[src/rtl/m_lsexc_bridge.sv]
// m_lsexc_bridge
//
// M-stage load/store exception check combined with the data-side bus bridge.
// One request at a time is latched, checked against N_DEV address windows and
// either answered immediately with AdEL/AdES or forwarded to the selected
// device with a valid/ack handshake bounded by TIMEOUT cycles.
//
// State table
//   state   | meaning
//   IDLE    | ready for a request; req_ready_o high once settled after reset
//   CHECK   | latched request is checked against the windows (one cycle)
//   WAIT    | dev_valid_o/dev_sel_o held, waiting for dev_ack_i[hit]
//   RESP    | one-cycle response on rsp_*_o
//
// Ports
//   clk_i, rst_ni                 clock, asynchronous active-low reset
//   req_valid_i/load/store/size/addr/ovf   request from the pipeline
//   req_ready_o                   high in IDLE only
//   flush_i                       kill the in-flight request, no response
//   dev_valid_o, dev_sel_o        device strobe and one-hot select
//   dev_ack_i                     per-device acknowledge
//   rsp_valid_o, rsp_adel_o, rsp_ades_o, rsp_berr_o, rsp_badvaddr_o   response
//   stall_o                       pipeline hold
//   stat_adel_o, stat_ades_o      saturating exception counters
//
// Optional feature: define LSEXC_STAT_EN to build the exception counters;
// otherwise both stat outputs are tied to zero.

module m_lsexc_bridge #(
    parameter int                 N_DEV         = 3,
    parameter logic [32*N_DEV-1:0] DEV_BASE     = {32'h7F10, 32'h7F00, 32'h0000},
    parameter logic [32*N_DEV-1:0] DEV_LIMIT    = {32'h7F1B, 32'h7F0B, 32'h2FFF},
    parameter logic [N_DEV-1:0]   DEV_WORD_ONLY = 3'b110,
    parameter logic [32*N_DEV-1:0] DEV_RO_OFS   = {32'd8, 32'd8, 32'h3000},
    parameter int                 TIMEOUT       = 15
) (
    input  logic               clk_i,
    input  logic               rst_ni,
    input  logic               req_valid_i,
    input  logic               req_load_i,
    input  logic               req_store_i,
    input  logic [1:0]         req_size_i,
    input  logic [31:0]        req_addr_i,
    input  logic               req_ovf_i,
    output logic               req_ready_o,
    input  logic               flush_i,
    output logic               dev_valid_o,
    output logic [N_DEV-1:0]   dev_sel_o,
    input  logic [N_DEV-1:0]   dev_ack_i,
    output logic               rsp_valid_o,
    output logic               rsp_adel_o,
    output logic               rsp_ades_o,
    output logic               rsp_berr_o,
    output logic [31:0]        rsp_badvaddr_o,
    output logic               stall_o,
    output logic [15:0]        stat_adel_o,
    output logic [15:0]        stat_ades_o
);

    localparam int CW = (TIMEOUT > 1) ? $clog2(TIMEOUT) : 1;

    typedef enum logic [1:0] {
        S_IDLE  = 2'd0,
        S_CHECK = 2'd1,
        S_WAIT  = 2'd2,
        S_RESP  = 2'd3
    } state_e;

    state_e             state_q;
    logic [31:0]        addr_q;
    logic [1:0]         size_q;
    logic               store_q;
    logic               ovf_q;
    logic [CW-1:0]      cnt_q;
    logic               ready_q;
    logic               stall_q;
    logic               dev_valid_q;
    logic [N_DEV-1:0]   dev_sel_q;
    logic               rsp_valid_q;
    logic               rsp_adel_q;
    logic               rsp_ades_q;
    logic               rsp_berr_q;
    logic [31:0]        rsp_badvaddr_q;

    logic               accept;
    logic [N_DEV-1:0]   in_win;
    logic [N_DEV-1:0]   hit_oh;
    logic               hit_any;
    logic [31:0]        base_sel;
    logic [31:0]        ro_sel;
    logic               wo_sel;
    logic               misalign;
    logic               illegal;
    logic               ack_hit;

    assign accept = (state_q == S_IDLE) & req_valid_i & (req_load_i | req_store_i) & ~flush_i;

    // Window decode on the latched address; the lowest matching index wins,
    // isolated as the lowest set bit of the match vector.
    always_comb begin
        in_win   = '0;
        base_sel = '0;
        ro_sel   = '0;
        wo_sel   = 1'b0;
        for (int i = 0; i < N_DEV; i++) begin
            in_win[i] = (addr_q >= DEV_BASE[i*32 +: 32]) && (addr_q <= DEV_LIMIT[i*32 +: 32]);
        end
        hit_oh  = in_win & (-in_win);
        hit_any = |in_win;
        for (int i = 0; i < N_DEV; i++) begin
            if (hit_oh[i]) begin
                base_sel = DEV_BASE[i*32 +: 32];
                ro_sel   = DEV_RO_OFS[i*32 +: 32];
                wo_sel   = DEV_WORD_ONLY[i];
            end
        end
    end

    always_comb begin
        misalign = ((size_q == 2'd2) && (addr_q[1:0] != 2'b00)) ||
                   ((size_q == 2'd1) && addr_q[0]);
        illegal  = misalign ||
                   (size_q == 2'd3) ||
                   !hit_any ||
                   (wo_sel && (size_q != 2'd2)) ||
                   (store_q && ((addr_q - base_sel) >= ro_sel)) ||
                   ovf_q;
    end

    assign ack_hit = |(dev_ack_i & dev_sel_q);

    always_ff @(posedge clk_i or negedge rst_ni) begin
        if (!rst_ni) begin
            state_q        <= S_IDLE;
            addr_q         <= '0;
            size_q         <= '0;
            store_q        <= 1'b0;
            ovf_q          <= 1'b0;
            cnt_q          <= '0;
            ready_q        <= 1'b0;
            stall_q        <= 1'b0;
            dev_valid_q    <= 1'b0;
            dev_sel_q      <= '0;
            rsp_valid_q    <= 1'b0;
            rsp_adel_q     <= 1'b0;
            rsp_ades_q     <= 1'b0;
            rsp_berr_q     <= 1'b0;
            rsp_badvaddr_q <= '0;
        end else begin
            // Response outputs are only ever set on the edge entering RESP,
            // so they read zero outside the response cycle.
            rsp_valid_q    <= 1'b0;
            rsp_adel_q     <= 1'b0;
            rsp_ades_q     <= 1'b0;
            rsp_berr_q     <= 1'b0;
            rsp_badvaddr_q <= '0;
            case (state_q)
                S_IDLE: begin
                    ready_q <= 1'b1;
                    if (accept) begin
                        addr_q  <= req_addr_i;
                        size_q  <= req_size_i;
                        store_q <= req_store_i;
                        ovf_q   <= req_ovf_i;
                        ready_q <= 1'b0;
                        stall_q <= 1'b1;
                        state_q <= S_CHECK;
                    end
                end
                S_CHECK: begin
                    if (flush_i) begin
                        stall_q <= 1'b0;
                        ready_q <= 1'b1;
                        state_q <= S_IDLE;
                    end else if (illegal) begin
                        rsp_valid_q    <= 1'b1;
                        rsp_adel_q     <= ~store_q;
                        rsp_ades_q     <= store_q;
                        rsp_badvaddr_q <= addr_q;
                        stall_q        <= 1'b0;
                        state_q        <= S_RESP;
                    end else begin
                        dev_valid_q <= 1'b1;
                        dev_sel_q   <= hit_oh;
                        cnt_q       <= CW'(TIMEOUT - 1);
                        state_q     <= S_WAIT;
                    end
                end
                S_WAIT: begin
                    if (flush_i) begin
                        dev_valid_q <= 1'b0;
                        dev_sel_q   <= '0;
                        stall_q     <= 1'b0;
                        ready_q     <= 1'b1;
                        state_q     <= S_IDLE;
                    end else if (ack_hit) begin
                        dev_valid_q <= 1'b0;
                        dev_sel_q   <= '0;
                        rsp_valid_q <= 1'b1;
                        stall_q     <= 1'b0;
                        state_q     <= S_RESP;
                    end else if (cnt_q == '0) begin
                        // TIMEOUT-th WAIT cycle without ack: bus error.
                        dev_valid_q    <= 1'b0;
                        dev_sel_q      <= '0;
                        rsp_valid_q    <= 1'b1;
                        rsp_berr_q     <= 1'b1;
                        rsp_adel_q     <= ~store_q;
                        rsp_ades_q     <= store_q;
                        rsp_badvaddr_q <= addr_q;
                        stall_q        <= 1'b0;
                        state_q        <= S_RESP;
                    end else begin
                        cnt_q <= cnt_q - 1'b1;
                    end
                end
                S_RESP: begin
                    ready_q <= 1'b1;
                    state_q <= S_IDLE;
                end
                default: begin
                    state_q <= S_IDLE;
                end
            endcase
        end
    end

    assign req_ready_o    = ready_q;
    assign stall_o        = stall_q | accept;
    assign dev_valid_o    = dev_valid_q;
    assign dev_sel_o      = dev_sel_q;
    assign rsp_valid_o    = rsp_valid_q;
    assign rsp_adel_o     = rsp_adel_q;
    assign rsp_ades_o     = rsp_ades_q;
    assign rsp_berr_o     = rsp_berr_q;
    assign rsp_badvaddr_o = rsp_badvaddr_q;

`ifdef LSEXC_STAT_EN
    logic [15:0] stat_adel_q;
    logic [15:0] stat_ades_q;

    always_ff @(posedge clk_i or negedge rst_ni) begin
        if (!rst_ni) begin
            stat_adel_q <= '0;
            stat_ades_q <= '0;
        end else if (state_q == S_RESP) begin
            if (rsp_adel_q && (stat_adel_q != 16'hFFFF)) stat_adel_q <= stat_adel_q + 16'd1;
            if (rsp_ades_q && (stat_ades_q != 16'hFFFF)) stat_ades_q <= stat_ades_q + 16'd1;
        end
    end

    assign stat_adel_o = stat_adel_q;
    assign stat_ades_o = stat_ades_q;
`else
    assign stat_adel_o = '0;
    assign stat_ades_o = '0;
`endif

endmodule
[config.mk]
export PLATFORM = sky130hd
export DESIGN_NAME = m_lsexc_bridge
export DESIGN_NICKNAME = d
export VERILOG_FILES = /design/src/rtl/m_lsexc_bridge.sv
export SDC_FILE = /design/constraint.sdc
export NUM_CORES = 1
export LEC_CHECK = 0
export ABC_AREA = 1
export BUFFER_PORTS_ARGS = -buffer_cell sky130_fd_sc_hd__buf_4
export CORE_UTILIZATION = 25
export CTS_CLUSTER_SIZE = 25
export DETAILED_ROUTE_END_ITERATION = 7
export PLACE_DENSITY = 0.47
export SYNTH_ARGS = -nofsm -noshare
export SYNTH_HDL_FRONTEND = slang
export SYNTH_SLANG_ARGS = --single-unit
[constraint.sdc]
create_clock -name clk_i -period 3.35 [get_ports clk_i]
set_input_delay 0.1675 -clock clk_i [delete_from_list [all_inputs] [get_ports clk_i]]
set_output_delay 0.1675 -clock clk_i [all_outputs]
set_load 0.02 [all_outputs]
# Word level (Yosys, flattened, before mapping)
# Index checks and enable logic that the tools add are counted.
[totals]
regBits = 84
output_inout_bits = 74
elab_cells = 143
[classes]
addsub = 3
n_lt_le_gt_ge = 7
eq_ne = 16
mux = 66
n_bitwise = 9
reduce_logical = 27
[ops]
columns = ["cell", "count"]
rows = [
  ["$mux W32", 7],
  ["$ge A32 B15 Y1 const B", 2],
  ["$le A32 B15 Y1 const B", 2],
  ["$pmux W32 S2", 1],
  ["$ge A32 B1 Y1 const B", 1],
  ["$ge A32 B32 Y1", 1],
  ["$le A32 B14 Y1 const B", 1],
  ["$sub A32 B32 Y32", 1],
  ["$mux W1", 31],
  ["$mux W14", 2],
  ["$mux W4", 5],
  ["$mux W15", 1],
  ["$mux W3", 5],
  ["$ne A2 B2 Y1 const B", 7],
  ["$mux W2", 5],
  ["$eq A2 B2 Y1 const B", 4],
  ["$pmux W1 S2", 4],
  ["$pmux W2 S4", 1],
  ["$pmux W4 S2", 1],
  ["$reduce_and A4 Y1", 2],
  ["$logic_and A1 B1 Y1", 7],
  ["$and A3 B3 Y3", 2],
  ["$logic_or A1 B1 Y1", 6],
  ["$pmux W1 S3", 2],
  ["19 further kinds", 27],
]

# Logic depth before layout (Yosys ltp)
# Gate-level depths: netlist of the first run.
[depth]
ltp_word = 14
ltp_mapped = 30

# Least setup slack after synthesis of the first run
# No wires, ideal clock.
[synth_timing]
kind = "register to register"
startpoint = "register addr_q[24]"
endpoint = "register dev_valid_q (netlist: dev_valid_o)"
setup_ps = 129
arrival_ps = 3376
required_ps = 3221
path_slack_ps = -155
path_stages_with_launch = 28
n_path_buf = 1
period_less_slack_ps = 3505
cell_sequence = "dfrtp_1 inv_1 nand2_1 nor2_1 nand2_1 nor2_4 nand2_2 buf_6 inv_1 ha_1 nand2_1 nor2_1 nand2_1 nor2_4 xor2_1 ha_1 a21oi_1 nand3_1 nor2_1 nand2_1 nor2_1 nand3_1 nand2_2 nand2_4 nand2_4 nand2_4 nand2_1 o21ai_2"
[synth_via]
elab_chain_len = 13
elab_cells_between_ends = 30
cone_classes = "add/sub (2); order compare (7); eq/ne (1); mux (7); bitwise (1); reduce/logical (12)"
[synth_lines]
columns = ["element", "line_no", "source"]
rows = [
  ["start: declaration", "70", "logic [31:0] addr_q;"],
  ["start signal: assignment", "161", "addr_q <= req_addr_i;"],
  ["$ge A32 B1 Y1, or another cell as far along", "106", "in_win[i] = (addr_q >= DEV_BASE[i*32 +: 32]) && (addr_q <= DEV_LIMIT[i*32 +: 32]);"],
  ["$logic_and A1 B1 Y1", "106", ""],
  ["$neg A3 Y3", "108", "hit_oh = in_win & (-in_win);"],
  ["$and A3 B3 Y3", "108", ""],
  ["$mux W15 / $mux W14 (equally long branches)", "111", "if (hit_oh[i]) begin"],
  ["$mux W32 / $mux W14 (equally long branches)", "111", ""],
  ["$sub A32 B32 Y32 / $mux W32 (equally long branches)", "126, 111", ""],
  ["$ge A32 B32 Y1", "126", "(store_q && ((addr_q - base_sel) >= ro_sel)) ||"],
  ["$logic_and A1 B1 Y1", "126", ""],
  ["$logic_or A1 B1 Y1 (*)", "125", "(wo_sel && (size_q != 2'd2)) ||"],
  ["$logic_or A1 B1 Y1 (*)", "126", ""],
  ["$ne A2 B2 Y1 (no line) (*)", "-", ""],
  ["$reduce_and A4 Y1 (no line) (*)", "-", ""],
  ["end signal: assignment", "142", "dev_valid_q <= 1'b0;"],
  ["end signal: assignment", "183", "dev_valid_q <= 1'b1;"],
  ["end signal: assignment", "191", "dev_valid_q <= 1'b0;"],
  ["end: declaration", "77", "logic dev_valid_q;"],
]
# Every way passes the cells marked *; elsewhere a longest branch is shown, timed or not.
# A chain may end at the register's enable or synchronous reset.

# Worst setup path in the final report of the first run
[layout_timing]
startpoint = "register addr_q[16]"
endpoint = "register dev_valid_q (netlist: dev_valid_o)"
# Same word-level chain as after synthesis.

==> results of run 1 <==
-- cell families (layout without fill, tap and decap cells) --
logic type / count (synthesis) / in the layout
xor gates and xnor gates: 10 / 10
AOI/OAI and AO/OA: 94 / 94
adders and majority gates: 11 / 11
DFF: 84 / 84
buffers and inverters: 138 / 292
other: 1 / 32
and+or+nand+nor: 402 / 403
-- final timing paths --
| check | start | end | slack, ns | cells after the start |
|---|---|---|---|---|
| setup / recovery | addr_q[16] | dev_valid_o | -0.09 | 27 |
| hold / removal | req_size_i[0] | size_q[0] | 0.01 | 3 |
| setup reg to reg | addr_q[16] | dev_valid_o | -0.09 | 27 |
| hold reg to reg | ovf_q | ovf_q | 0.48 | 2 |
| max in group asynchronous | rst_ni | ovf_q | 2.23 | 3 |
| min in group asynchronous | rst_ni | req_ready_o | 0.41 | 2 |
-- cell type report --
class	instances	area, µm²	area share (%)
timing repair buffer	205	1610	21.14
tap	275	344.1	4.517
multi-input combinational	550	2975	39.06
clock inverter	4	72.57	0.9527
sequential	84	2102	27.60
inverter	71	266.5	3.499
clock buffer	12	246.5	3.236
-- sequential cells by signal, summed over array words and instances, names as in the netlist --
name            cells
addr_q             32
rsp_badvaddr_o     32
cnt_q               4
dev_sel_o           3
size_q              2
state_q             2
dev_valid_o         1
ovf_q               1
req_ready_o         1
rsp_adel_o          1
rsp_ades_o          1
rsp_berr_o          1
rsp_valid_o         1
stall_q             1
store_q             1
-- through the flow --
| stage | power (W) | hold slack, ns | setup TNS (ns) |
|---|---|---|---|
| 6_report | 0.006338 | 0.01030 | -0.8377 |
| 5_1_grt | 0.006825 | 0.02464 | -8.097 |
| 4_1_cts | 0.006270 | 0.0003076 | -0.1284 |
| 3_5_place_dp | 0.004939 | 0.2904 | -0.7045 |
| 3_3_place_gp | 0.004961 | 0.2818 | -0.06474 |
| 2_1_floorplan | 0.003494 | -0.1281 | 0 |
-- synthesized netlist by cell type, drive strengths merged --
cell type,number
nand2,164
nand3,89
dfrtp,84
inv,70
nor2,66
buf,45
nor3,42
o21ai,42
a21oi,40
nand4,33
clkbuf,22
ha,11
xor2,8
o211ai,6
nor4,3
or2,2
xnor2,2
a211oi,1
a22oi,1
a31oi,1
and2,1
clkinv,1
conb,1
nand3b,1
o2111ai,1
o22ai,1
o311ai,1
or4,1
-- worst reg2reg max path, delay by kind of cell, from the launching register on --
family	cells	cell delay, ns
buffers and inverters	3	0.32
adder cells (fa/ha/maj)	2	0.44
XOR/XNOR	1	0.16
AND/OR/NAND/NOR	19	1.81
AO/OA/AOI/OAI	2	0.19
flip-flops	1	0.40
-- routing by layer --
metal / vias up / track usage (%)
li1: 2762 / -
met1: 2671 / 23.98
met2: 152 / 29.67
met3: 24 / 2.355
met4: 0 / 6.582
met5: - / 0
-- layout by cell type (no fill, tap or decap), types with 3 or more instances in the layout --
master,instances
a21oi_1,35
a21oi_2,5
buf_12,4
buf_4,195
buf_6,5
clkbuf_16,9
conb_1,32
dfrtp_1,84
ha_1,9
inv_1,50
inv_2,20
nand2_1,138
nand2_2,18
nand2_4,6
nand2_8,3
nand3_1,83
nand3_2,6
nand4_1,32
nor2_1,48
nor2_2,11
nor2_4,7
nor3_1,41
o211ai_1,3
o211ai_2,3
o21ai_0,33
o21ai_1,3
o21ai_2,6
xor2_1,8
-- power groups by stage --
stage               clock, W  combinational (W)  sequential, W
global route         0.00115            0.00399        0.00168
finish               0.00109            0.00361        0.00163
global placement           0            0.00333        0.00164
CTS                  0.00111            0.00353        0.00163
floorplan                  0            0.00167        0.00182
detailed placement         0            0.00330        0.00164
-- timing repair --
action | in CTS | in global routing
hold buffers | 1 | 0
pin swaps | 20 | 25
hold endpoints to repair | 53 | 0
setup endpoints to repair | 23 | 28
cloned | 2 | 0
buffers inserted | 28 | 6
gates resized for setup | 25 | 24
==> out/qor.csv, run 1 <==
stage;metric;value;unit
clock_tree;clk sinks;84;
power_and_ir_drop;PD cells;832.1;nW/µm²
critical_path;Worst Path Arrival;3.67;ns
die;Horiz. Die Dim;149.2;µm
power_and_ir_drop;Max VDD drop;0.2966;mV
timing;max-slew violation count;0;
timing;Clock Skews;0.007800;ns
final_layout;fill count;2227;
clock_tree;number of H-tree levels;3;
status;status;finished, violations left;
routing;routed len/inst;16.00;µm
yosys;Yosys cell types;40;
placed_design;routability cong.;0.8756;
critical_path;worst-path maximum fanout;7;
yosys;Yosys warnings;0;
die;Initial Util;25.62;%
yosys;Syn Area/Cell;7.323;µm²
routing;Post-route DRC;0;
power_and_ir_drop;sequential share of power;25.8;%
timing;RSZ-0062 raised after global routing;yes;
power_and_ir_drop;Int Pwr;0.003481;W
timing;fmax;290.3;MHz
clock_tree;Clock transition at path regs;0.06;ns
yosys;largest family of logic cells by synthesized area;simple AND/OR/NAND/NOR gates;
routing;Post-DRT Antenna Nets;0;
clock_tree;clk_lat worst skew;0.36;ns
final_layout;final core occ;36.01;%
final_layout;post-route insts no fill;1201;
final_layout;layout cells sized above 1;33.48;%
global_route;Congestion Overflow GR;0;
final_layout;final instance area;7617;µm²
timing;Fin. Hold Viols;0;
die;DIE HEIGHT;149.2;µm
routing;met3 WL post-DR;774;µm
placed_design;post-DP HPWL;13.73;mm
critical_path;crit-path leading delay family;simple AND/OR/NAND/NOR gates;
clock_tree;clock root cell;clkbuf_16;
critical_path;CP endpoint kind;flop;
yosys;Post-Synth Adder-Cell Area;2.540;%
clock_tree;cts bufs inserted;9;
yosys;Post-Synth XOR/XNOR Area;1.616;%
clock_tree;CTS tree;yes;
routing;vias per cell;4.670;
placed_design;dpl cells;1149;
hold_path;Hold Crit Class;in2reg;
power_and_ir_drop;Combinational Power Share;57.0;%
final_layout;# diodes;0;
routing;Post-Route WL;19.22;mm
die;Core Rows;53;
routing;initial drt markers;372;
placed_design;PortBufs;85;
critical_path;CP Launch Type;flop;
critical_path;CP Data Required Time;3.58;ns
yosys;Synth area leaders;dfrtp_1 (39%), nand2_1 (11%), nand3_1 (7.9%);
placed_design;DP Area;6828;µm²
die;core box area;21150;µm²
routing;Top Metal Used;met4;
yosys;simple-gate portion of the synthesized area;34.86;%
die;area of the die;22270;µm²
global_route;first-pass GRT wire length;30.38;mm
timing;slew margin rel.;43.32;%
yosys;Post-Syn Area;5419;µm²
timing;Worst-Margin Slew;0.8451;ns
critical_path;CP Buf/Inv Count;3;
final_layout;synth-to-layout area growth;40.57;%
final_layout;nets;976;
critical_path;CP Class;reg2reg;
status;failing checks;negative setup slack;
yosys;post-synth top area cell;dfrtp_1;
global_route;pin count of the biggest net entering global routing;71;
flow_run;Max Cap Viol;0;
routing;Pre-antenna DRT Iters;5;
yosys;Post-Synthesis Cells;740;
routing;via count;5609;
yosys;top cell type's share of synthesized area;38.79;%
clock_tree;CTS Buffer Depth;2;
critical_path;CP max stage cell;dfrtp_1;
routing;met2 wire length;9.321;mm
yosys;mux cell area share after synthesis;0;%
timing;Worst Setup Slack, final;-0.09430;ns
global_route;initial antenna violation count;0;
critical_path;slowest stage delay, CP;0.40;ns
power_and_ir_drop;Leak;3.628;nW
timing;Final Critical Period;3.444;ns
yosys;compound-gate portion of the synthesized area;9.928;%
timing;Final Cycle Share;102.8;%
yosys;Yosys reg bits;84;
power_and_ir_drop;Clk pwr share;17.2;%
global_route;vias in the first global route;5599;
critical_path;CP dominant cell by count;nand2_2;
routing;DRT met1 WL;8.685;mm
die;io pins;118;
global_route;gr usage total;18.01;%
power_and_ir_drop;Net Sw Frac;45.08;%
timing;Setup-failing EPs final;18;
placed_design;pre-CTS setup slack;-0.08431;ns
power_and_ir_drop;P_sw;0.002857;W
yosys;post-synthesis sequential area ratio;38.79;%
Note: power is estimated with default switching activity, not from simulation.
==> inputs of run 2 (changes only) <==
--- a/config.mk
+++ b/config.mk
@@ -5,12 +5,11 @@
 export SDC_FILE = /design/constraint.sdc
 export NUM_CORES = 1
 export LEC_CHECK = 0
-export ABC_AREA = 1
 export BUFFER_PORTS_ARGS = -buffer_cell sky130_fd_sc_hd__buf_4
 export CORE_UTILIZATION = 25
 export CTS_CLUSTER_SIZE = 25
 export DETAILED_ROUTE_END_ITERATION = 7
-export PLACE_DENSITY = 0.47
+export PLACE_DENSITY = 0.48
 export SYNTH_ARGS = -nofsm -noshare
 export SYNTH_HDL_FRONTEND = slang
 export SYNTH_SLANG_ARGS = --single-unit
==> out/qor.csv, run 2 <==
stage;metric;value;unit;change
timing;Fin. Hold Viols;0;;unchanged
timing;Worst-Margin Slew;0.8544;ns;+0.009310 ns
yosys;prevailing post-synth register cell;dfrtp_1;;
clock_tree;CTS tree;yes;;
timing;Clock Skews;0.007481;ns;-0.0003190 ns
yosys;Syn Area/Cell;10.70;µm²;+46%
final_layout;most frequent cells in the layout;buf_4 (158), dfrtp_1 (84), mux2_2 (32), conb_1 (32), and2_1 (27);;
die;Core Rows;47;;-11%
critical_path;CP Launch Point;addr_q[15];;
clock_tree;Clock transition at path regs;0.06;ns;about the same
power_and_ir_drop;Max VDD drop;0.2797;mV;-5.7%
final_layout;final core occ;36.53;%;+0.53 points
timing;fmax;190.8;MHz;-34%
timing;Final Cycle Share;156.5;%;+54 points
clock_tree;CTS Buffer Depth;2;;unchanged
placed_design;PortBufs;85;;unchanged
final_layout;# diodes;0;;unchanged
global_route;first-pass GRT wire length;19.67;mm;-35%
final_layout;nets;619;;-37%
power_and_ir_drop;total power;0.005033;W;-21%
critical_path;slowest stage delay, CP;0.58;ns;+0.18 ns
timing;Worst Setup Slack, final;-1.891;ns;-1.797 ns
global_route;pin count of the biggest net entering global routing;69;;-2.8%
critical_path;CP Data Required Time;3.56;ns;-0.02 ns
placed_design;routability cong.;0.7788;;-11%
die;core box area;16820;µm²;-20%
die;DIE HEIGHT;134.0;µm;-10%
timing;Setup-failing EPs final;45;;+27
yosys;EDFF count, synth;0;;unchanged
timing;slew margin rel.;43.04;%;-0.28 points
critical_path;critical-path cell list;or4_4, nor3_4, nand3_2, or2_4, inv_2, ha_4, buf_4, ha_2, or3b_4, a21oi_1, nor2_1, ha_1, a22oi_1, nand3_1, a2111oi_2, o2111ai_1, or4_4, or4b_4, buf_6, buf_6, a211oi_1, a211oi_2;;
routing;Post-Route WL;12.52;mm;-35%
routing;vias per cell;4.397;;-5.9%
critical_path;CP endpoint kind;flop;;
critical_path;Worst Path Arrival;5.46;ns;+1.79 ns
final_layout;layout cells sized above 1;44.11;%;+11 points
yosys;post-synth top area cell;dfrtp_1;;
routing;Post-DRT Antenna Nets;0;;unchanged
placed_design;post-DP HPWL;9.551;mm;-30%
die;io pins;118;;unchanged
die;Horiz. Die Dim;134.0;µm;-10%
flow_run;Max Cap Viol;0;;unchanged
routing;via count;3469;;-38%
placed_design;pre-CTS setup slack;-2.027;ns;-1.942 ns
hold_path;Hold Crit Class;in2reg;;
critical_path;CP max stage cell;or4_4;;
routing;Pre-antenna DRT Iters;4;;-1
critical_path;CP Class;reg2reg;;
status;status;finished, violations left;;
critical_path;worst setup path endpoint;cnt_q[3];;
clock_tree;clk sinks;84;;unchanged
critical_path;CP Launch Type;flop;;
yosys;post-synthesis sequential area ratio;48.28;%;+9.5 points
yosys;most common library cells after synthesis;dfrtp_1 (84), and2_1 (33), buf_4 (32), mux2_2 (32), nor2_1 (19);;
global_route;initial antenna violation count;0;;unchanged
critical_path;reg2reg end;cnt_q[3];;
critical_path;Critical R2R Launch;addr_q[15];;
clock_tree;clk_lat worst skew;0.34;ns;-0.02 ns
final_layout;most common cell after layout, fill and taps aside;buf_4;;
yosys;most common cell in the netlist;dfrtp_1;;
die;Initial Util;25.89;%;+0.27 points
timing;max-slew violation count;0;;unchanged
die;area of the die;17950;µm²;-19%
timing;TNS Setup;-82.20;ns;-81.36 ns
yosys;Post-Syn Area;4354;µm²;-20%
timing;Final Critical Period;5.241;ns;+1.797 ns
routing;initial drt markers;106;;-72%
routing;Post-route DRC;0;;unchanged
power_and_ir_drop;Leak;2.859;nW;-21%
final_layout;synth-to-layout area growth;41.12;%;
routing;routed len/inst;15.86;µm;-0.85%
clock_tree;clock root cell;clkbuf_16;;
critical_path;worst-path maximum fanout;5;;-2
power_and_ir_drop;PD cells;819.0;nW/µm²;-1.6%
critical_path;Reg2Reg Setup Slack;-1.89;ns;-1.80 ns
yosys;Synth async-reset ratio;100.0;%;unchanged
yosys;top cell type's share of synthesized area;48.28;%;+9.5 points
yosys;Post-Synthesis Cells;407;;-45%
yosys;Synth area leaders;dfrtp_1 (48%), mux2_2 (8.3%), buf_4 (5.5%);;
yosys;Yosys reg bits;84;;unchanged
yosys;Yosys warnings;0;;unchanged
clock_tree;number of H-tree levels;3;;unchanged
status;failing checks;negative setup slack;;
global_route;vias in the first global route;3521;;-37%
global_route;Congestion Overflow GR;0;;unchanged
timing;RSZ-0062 raised after global routing;yes;;
clock_tree;cts bufs inserted;9;;unchanged
yosys;Yosys cell types;62;;+55%
timing;Fin Hold WS;0.02995;ns;+0.01966 ns
critical_path;cells on worst reg2reg path;22;;-19%
global_route;gr usage total;14.54;%;-3.5 points
==> run 2: cell types whose count changed after synthesis, moves of 22 or more <==
cell / previous run / this run
o21ai_0: 33 / 11
nand4_1: 32 / 2
and2_1: 1 / 33
nand2_1: 154 / 16
nor2_1: 56 / 19
inv_1: 59 / 16
a21oi_1: 40 / 15
nor3_1: 42 / 6
mux2_2: 0 / 32
nand3_1: 85 / 7
==> run 2: worst min-delay path by stage <==
stage	start	end	slack (ns)	depth (start not counted)
2_1_floorplan	rst_ni	addr_q[0]	-0.13	0
3_3_place_gp	rst_ni	rsp_valid_o	0.33	1
3_5_place_dp	rst_ni	rsp_valid_o	0.35	1
4_1_cts	req_addr_i[5]	addr_q[5]	0.02	3
5_1_grt	req_addr_i[24]	addr_q[24]	0.04	2
6_report	req_addr_i[5]	addr_q[5]	0.03	3
==> run 2: repair_timing <==
| item | CTS | global route |
|---|---|---|
| pin swaps | 6 | 5 |
| endpoints found under the setup margin | 45 | 45 |
| endpoints found under the hold margin | 67 | 0 |
| hold buffers | 1 | 0 |
| buffers inserted | 4 | 2 |
| gates resized for setup | 17 | 12 |
==> run 2: critical path, delay by kind of cell, from the launching register on <==
| kind | cells | cell delay, ns |
|---|---|---|
| compound gates | 6 | 1.10 |
| fa+ha+maj | 3 | 0.46 |
| buf+inv | 4 | 0.42 |
| flops | 1 | 0.42 |
| simple gates | 9 | 2.71 |
==> run 2: cell families after synthesis <==
family / count (synthesis) / share of synthesized area [%]
buf+inv: 65 / 8.937
flops: 84 / 48.28
simple gates: 133 / 17.73
xor+xnor: 2 / 0.4024
mux: 36 / 9.224
compound gates: 75 / 12.18
other cells: 1 / 0.08612
fa+ha+maj: 11 / 3.161
==> run 2: cell type report <==
cell class / count / area, µm²
well taps: 220 / 275.3
multi-input cells: 289 / 2142
clock inverters: 4 / 47.55
inverters: 16 / 60.06
fillers: 1754 / 10670
repair buffers: 164 / 1261
flip-flops and latches: 84 / 2102
clock buffers: 12 / 256.5
==> run 2: layer usage <==
layer | track usage [%] | part of all wire (%)
met4 | 4.356 | 1.2
met3 | 3.666 | 3.8
met5 | 0 | 0
met1 | 19.95 | 49
met2 | 22.42 | 46
==> run 2: where the power goes <==
group,internal [W],total [W],switching [W]
sequential,0.00139,0.00160,0.000217
clock,0.000616,0.00101,0.000399
combinational,0.00116,0.00242,0.00126
==> run 2: stage by stage <==
| step | cell area [µm²] | cells |
|---|---|---|
| floorplan | 4556 | 438 |
| global placement | 5670 | 766 |
| detailed placement | 5670 | 766 |
| CTS | 6092 | 787 |
| global route | 6145 | 789 |
| finish | 6145 | 789 |
